**config.mk**
```make
export PLATFORM = sky130hd
export DESIGN_NAME = sram_mem_controller
export DESIGN_NICKNAME = d
export VERILOG_FILES = /design/src/rtl/sram_mem_controller.sv
export SDC_FILE = /design/constraint.sdc
export NUM_CORES = 1
export LEC_CHECK = 0
export ABC_AREA = 1
export BUFFER_PORTS_ARGS = -buffer_cell sky130_fd_sc_hd__buf_2
export CAP_MARGIN = 20
export CORE_MARGIN = 5
export CORE_UTILIZATION = 50
export CTS_CLUSTER_SIZE = 8
export DETAILED_ROUTE_END_ITERATION = 7
export PLACE_DENSITY = 0.8
export SYNTH_ARGS = -nofsm -noshare
export SYNTH_HDL_FRONTEND = slang
export SYNTH_SLANG_ARGS = --single-unit
```
**constraint.sdc**
```tcl
create_clock -name clk -period 3.35 [get_ports clk]
set_clock_uncertainty 0.1 [all_clocks]
set_input_delay 0.1675 -clock clk [delete_from_list [all_inputs] [get_ports clk]]
set_output_delay 0.1675 -clock clk [all_outputs]
set_load 0.01 [all_outputs]
```
**src/rtl/sram_mem_controller.sv**
```systemverilog
// MEM-stage data access sequencer for a 16-bit asynchronous SRAM: each 32-bit access is two timed halfword phases.
// Optional MEM_BOUNDS_CHECK_EN: out-of-range requests skip the SRAM and pulse addr_err.
module sram_mem_controller #(
  parameter int WAIT_CYCLES = 3,
  parameter int BASE_ADDR   = 1024,
  parameter int DEPTH_WORDS = 65536
) (
  input  logic        clk,
  input  logic        rst,
  input  logic        mem_r_en,
  input  logic        mem_w_en,
  input  logic [31:0] alu_res,
  input  logic [31:0] Val_Rm,
  output logic [31:0] res_data,
  output logic        ready,
  output logic        addr_err,
  output logic [17:0] sram_addr,
  output logic [15:0] sram_dq_out,
  input  logic [15:0] sram_dq_in,
  output logic        sram_dq_oe,
  output logic        sram_we_n
);

  typedef enum logic [1:0] {IDLE, LO, HI, DONE} state_t;

  localparam logic [3:0] LAST_PHASE = 4'(WAIT_CYCLES - 1);

  state_t      state, state_next;
  logic [3:0]  phase, phase_next;
  logic [16:0] word_q, word_next;
  logic [31:0] wdata_q, wdata_next;
  logic        store_q, store_next;

  logic        req;
  logic        last_phase;
  logic [31:0] off;
  logic        oob;
  logic        range_bad;
  logic        unused_bits;

  logic [17:0] sram_addr_next;
  logic [15:0] dq_out_next;
  logic        oe_next;
  logic        we_n_next;

  assign req        = mem_r_en | mem_w_en;
  assign last_phase = (phase == LAST_PHASE);
  assign off        = alu_res - 32'(BASE_ADDR);
  assign oob        = (alu_res < 32'(BASE_ADDR)) || ({2'b00, off[31:2]} >= 32'(DEPTH_WORDS));
  assign ready      = ~req | (state == DONE);

  // Byte-lane bits are ignored; oob is only consumed when the bounds check is built in.
  assign unused_bits = ^{off[1:0], oob};

`ifdef MEM_BOUNDS_CHECK_EN
  assign range_bad = oob;

  always_ff @(posedge clk or posedge rst) begin
    if (rst) begin
      addr_err <= 1'b0;
    end else begin
      addr_err <= (state == IDLE) && req && range_bad;
    end
  end
`else
  assign range_bad = 1'b0;
  assign addr_err  = 1'b0;
`endif

  always_ff @(posedge clk or posedge rst) begin
    if (rst) begin
      state   <= IDLE;
      phase   <= 4'd0;
      word_q  <= 17'd0;
      wdata_q <= 32'd0;
      store_q <= 1'b0;
    end else begin
      state   <= state_next;
      phase   <= phase_next;
      word_q  <= word_next;
      wdata_q <= wdata_next;
      store_q <= store_next;
    end
  end

  always_comb begin
    state_next = state;
    phase_next = phase;
    word_next  = word_q;
    wdata_next = wdata_q;
    store_next = store_q;
    unique case (state)
      IDLE: begin
        if (req) begin
          word_next  = off[18:2];
          wdata_next = Val_Rm;
          store_next = mem_w_en;
          phase_next = 4'd0;
          state_next = range_bad ? DONE : LO;
        end
      end
      LO: begin
        if (last_phase) begin
          state_next = HI;
          phase_next = 4'd0;
        end else begin
          phase_next = phase + 4'd1;
        end
      end
      HI: begin
        if (last_phase) begin
          state_next = DONE;
          phase_next = 4'd0;
        end else begin
          phase_next = phase + 4'd1;
        end
      end
      DONE: begin
        state_next = IDLE;
      end
      default: begin
        state_next = IDLE;
      end
    endcase
  end

  // SRAM pins are registered from the next-state view so the write strobe never glitches.
  always_comb begin
    oe_next        = store_next && ((state_next == LO) || (state_next == HI));
    we_n_next      = ~(oe_next && (phase_next != LAST_PHASE));
    sram_addr_next = {word_next, state_next == HI};
    dq_out_next    = (state_next == HI) ? wdata_next[31:16] : wdata_next[15:0];
  end

  always_ff @(posedge clk or posedge rst) begin
    if (rst) begin
      sram_addr   <= 18'd0;
      sram_dq_out <= 16'd0;
      sram_dq_oe  <= 1'b0;
      sram_we_n   <= 1'b1;
    end else begin
      sram_addr   <= sram_addr_next;
      sram_dq_out <= dq_out_next;
      sram_dq_oe  <= oe_next;
      sram_we_n   <= we_n_next;
    end
  end

  // Load halves are captured at the end of each phase, once the SRAM read has had the full wait.
  always_ff @(posedge clk or posedge rst) begin
    if (rst) begin
      res_data <= 32'd0;
    end else if ((state == IDLE) && req && range_bad && !mem_w_en) begin
      res_data <= 32'd0;
    end else if ((state == LO) && last_phase && !store_q) begin
      res_data[15:0] <= sram_dq_in;
    end else if ((state == HI) && last_phase && !store_q) begin
      res_data[31:16] <= sram_dq_in;
    end
  end

endmodule
```
==> metrics.txt <==
status completed; initial antenna violation count 0; dominant cell type by area after synthesis dfrtp_1; Clk Latency, worst-skew pair 0.35 ns; per-cell routed wire length 13.9 um; fin crit share 0.685; FF-to-FF End sram_dq_out[1]; Avg Inst Size Synth 9.05 um^2; post-DP HPWL 7.01 mm; vias per cell 4.80; DRT Wirelength 11.1 mm; Critical path origin state[1]; PortBufs 137; WP data required 3.46 ns; first drt pass iteration count 5; RSZ-0062 raised after global routing no; hold crit path type input port to register; final setup fails 0; Area Growth Syn to Fin 34.6%; DRC violations left 0; Final ANT Viol Nets 0; Yosys top cell area share 0.592; I/O Pins 154; Slew Limit Fails 0; Worst Tran Pin Value 0.805 ns; CP Launch Type register; Inserted Clock Buffers 9; count of cell types in the netlist 29; setup_tns 0 ns; Post-synth top flop dfrtp_1; Max Fanout on Critical Path 33; CTS HTree Levels 3; Core Util, Final 0.692; Diodes inserted 0; highest clock rate 436 MHz; Reg2Reg Setup Slack 1.06 ns; leak pwr 3.25 nW; critical path class register to register; Gate Count Post-Synth 495; fin crit period 2.29 ns; Post-Syn Area 4480 um^2; total track usage 0.208; Std-Cell Rows 34; Yosys warning total 0; vias in the first global route 3988; Initial Util 0.514; vias 3838; Die H 105 um; Rel. slew slack 0.462; Fin. Hold Viols 0; #FFs+latches synth 107; Placer Congestion 0.844; Clock Sinks 107; Root Driver clkbuf_8; largest net degree at the start of global routing 83; syn_nets 589; peak supply drop 0.517 mV; max-cap violation count 0; Worst-path clk slew 0.09 ns; Iter 0 DRT Violations 153; CP endpoint sram_dq_out[1]; TritonCTS clock tree done; Post CTS Setup Buffer Count 0; CP endpoint kind register; pwr dens 867 nW/um^2; Die Width 105 um; CTS max path bufs 2; Core ar. 8720 um^2; Post-synth ARST share 1.00; most frequent cell after synthesis nand2_1; top cells by count, synth nand2_1, dfrtp_1, inv_1; total grt overflow 0; sequential fraction of the synthesis area 0.598; Nets 781; die area 11000 um^2; Worst EP arrival 2.40 ns; number of synthesized flops with an enable pin 0; first-pass GRT wire length 18.8 mm; Register-to-Register Path Depth 7; Synth area leaders dfrtp_1, nand2_1, inv_1, o21ai_1, o21ai_0; Critical R2R Launch state[1]; share of post-route cells with drive strength above 1 0.244
[logic make-up (layout without fill, tap and decap cells)]
kind of cell / Yosys count / count (layout) / synth area share
AND/OR/NAND/NOR: 199 / 199 / 0.178
flip-flops: 107 / 107 / 0.598
buffers and inverters: 90 / 287 / 0.0896
AO/OA/AOI/OAI: 84 / 84 / 0.0985
adder cells (fa/ha/maj): 10 / 10 / 0.0279
XOR/XNOR: 4 / 4 / 0.00782
other: 1 / 1 / 0.000837
[metal layers]
metal / track usage / up-vias / wire [um]
met3: 0.0475 / 25 / 701
met5: 0 / - / 0
li1: - / 1891 / -
met1: 0.242 / 1789 / 4240
met2: 0.371 / 133 / 5880
met4: 0.0822 / 0 / 303
[critical path, cell delays in order (launching register included)]
cell and delay (ns):
dfrtp_1 0.45, inv_1 0.14, ha_1 0.32, nand2_1 0.13
o21ai_0 0.30, ha_1 0.22, buf_4 0.30, o21ai_0 0.19
[layout make-up]
| type | instances | area [um^2] |
|---|---|---|
| Fill cell | 671 | 2690 |
| Timing Repair Buffer | 201 | 1330 |
| Tap cell | 108 | 135 |
| Multi-Input combinational cell | 298 | 1400 |
| Inverter | 70 | 265 |
| Clock inverter | 5 | 86.3 |
| Clock buffer | 11 | 131 |
| Sequential cell | 107 | 2680 |
[report_power, final]
group | switching [mW] | total [mW] | internal [mW]
registers | 0.278 | 2.19 | 1.91
clock network | 0.423 | 0.850 | 0.427
logic | 1.37 | 2.19 | 0.820
[timing repair]
action                     in CTS  in global routing
hold buffers                   59                  0
hold endpoints to repair      152                  0
gates resized for setup         0                  0
setup endpoints to repair       0                  0
[cells in the final DEF (no fill, tap or decap), types with 2 or more instances in the layout]
master	count
clkinvlp_4	2
nand3_1	6
bufinv_16	2
dlygate4sd3_1	59
o21ai_0	30
o21bai_1	2
nand2_1	168
a21oi_1	5
xor2_1	2
o21ai_1	44
clkbuf_8	9
xnor2_1	2
dfrtp_1	106
buf_2	137
nand2_4	2
inv_1	66
inv_2	3
ha_1	10
buf_4	4
nor2_1	17
clkbuf_1	2
[state kept, by name (all words and copies together) (netlist names), 2 cells and up]
signal,count
res_data,32
wdata_q,32
sram_addr,18
sram_dq_out,16
phase,4
state,2
[worst min path at each step]
stage | start | endpoint | slack (ns) | cells past startpoint
after floorplan | alu_res[2] | sram_addr[1] | 0.18 | 2
after global placement | alu_res[2] | sram_addr[1] | 0.26 | 3
after detailed placement | alu_res[7] | sram_addr[6] | 0.26 | 3
after CTS | alu_res[17] | sram_addr[16] | 0.007 | 4
after global routing | alu_res[17] | sram_addr[16] | 0.03 | 4
final | alu_res[17] | sram_addr[16] | 0.02 | 4
[stage by stage]
stage / hold WS (ns) / instances / power, mW / cell area (um^2) / worst slack [ns]
2_1_floorplan: 0.177 / 495 / 3.63 / 4480 / 0.267
6_report: 0.0223 / 800 / 5.23 / 6030 / 1.06
4_1_cts: 0.00710 / 799 / 5.26 / 6000 / 1.07
3_5_place_dp: 0.264 / 724 / 4.33 / 5200 / 1.11
5_1_grt: 0.0283 / 800 / 5.67 / 6030 / 0.892
3_3_place_gp: 0.263 / 724 / 4.21 / 5200 / 1.27
No activity file was read; power rests on OpenSTA's default activity.
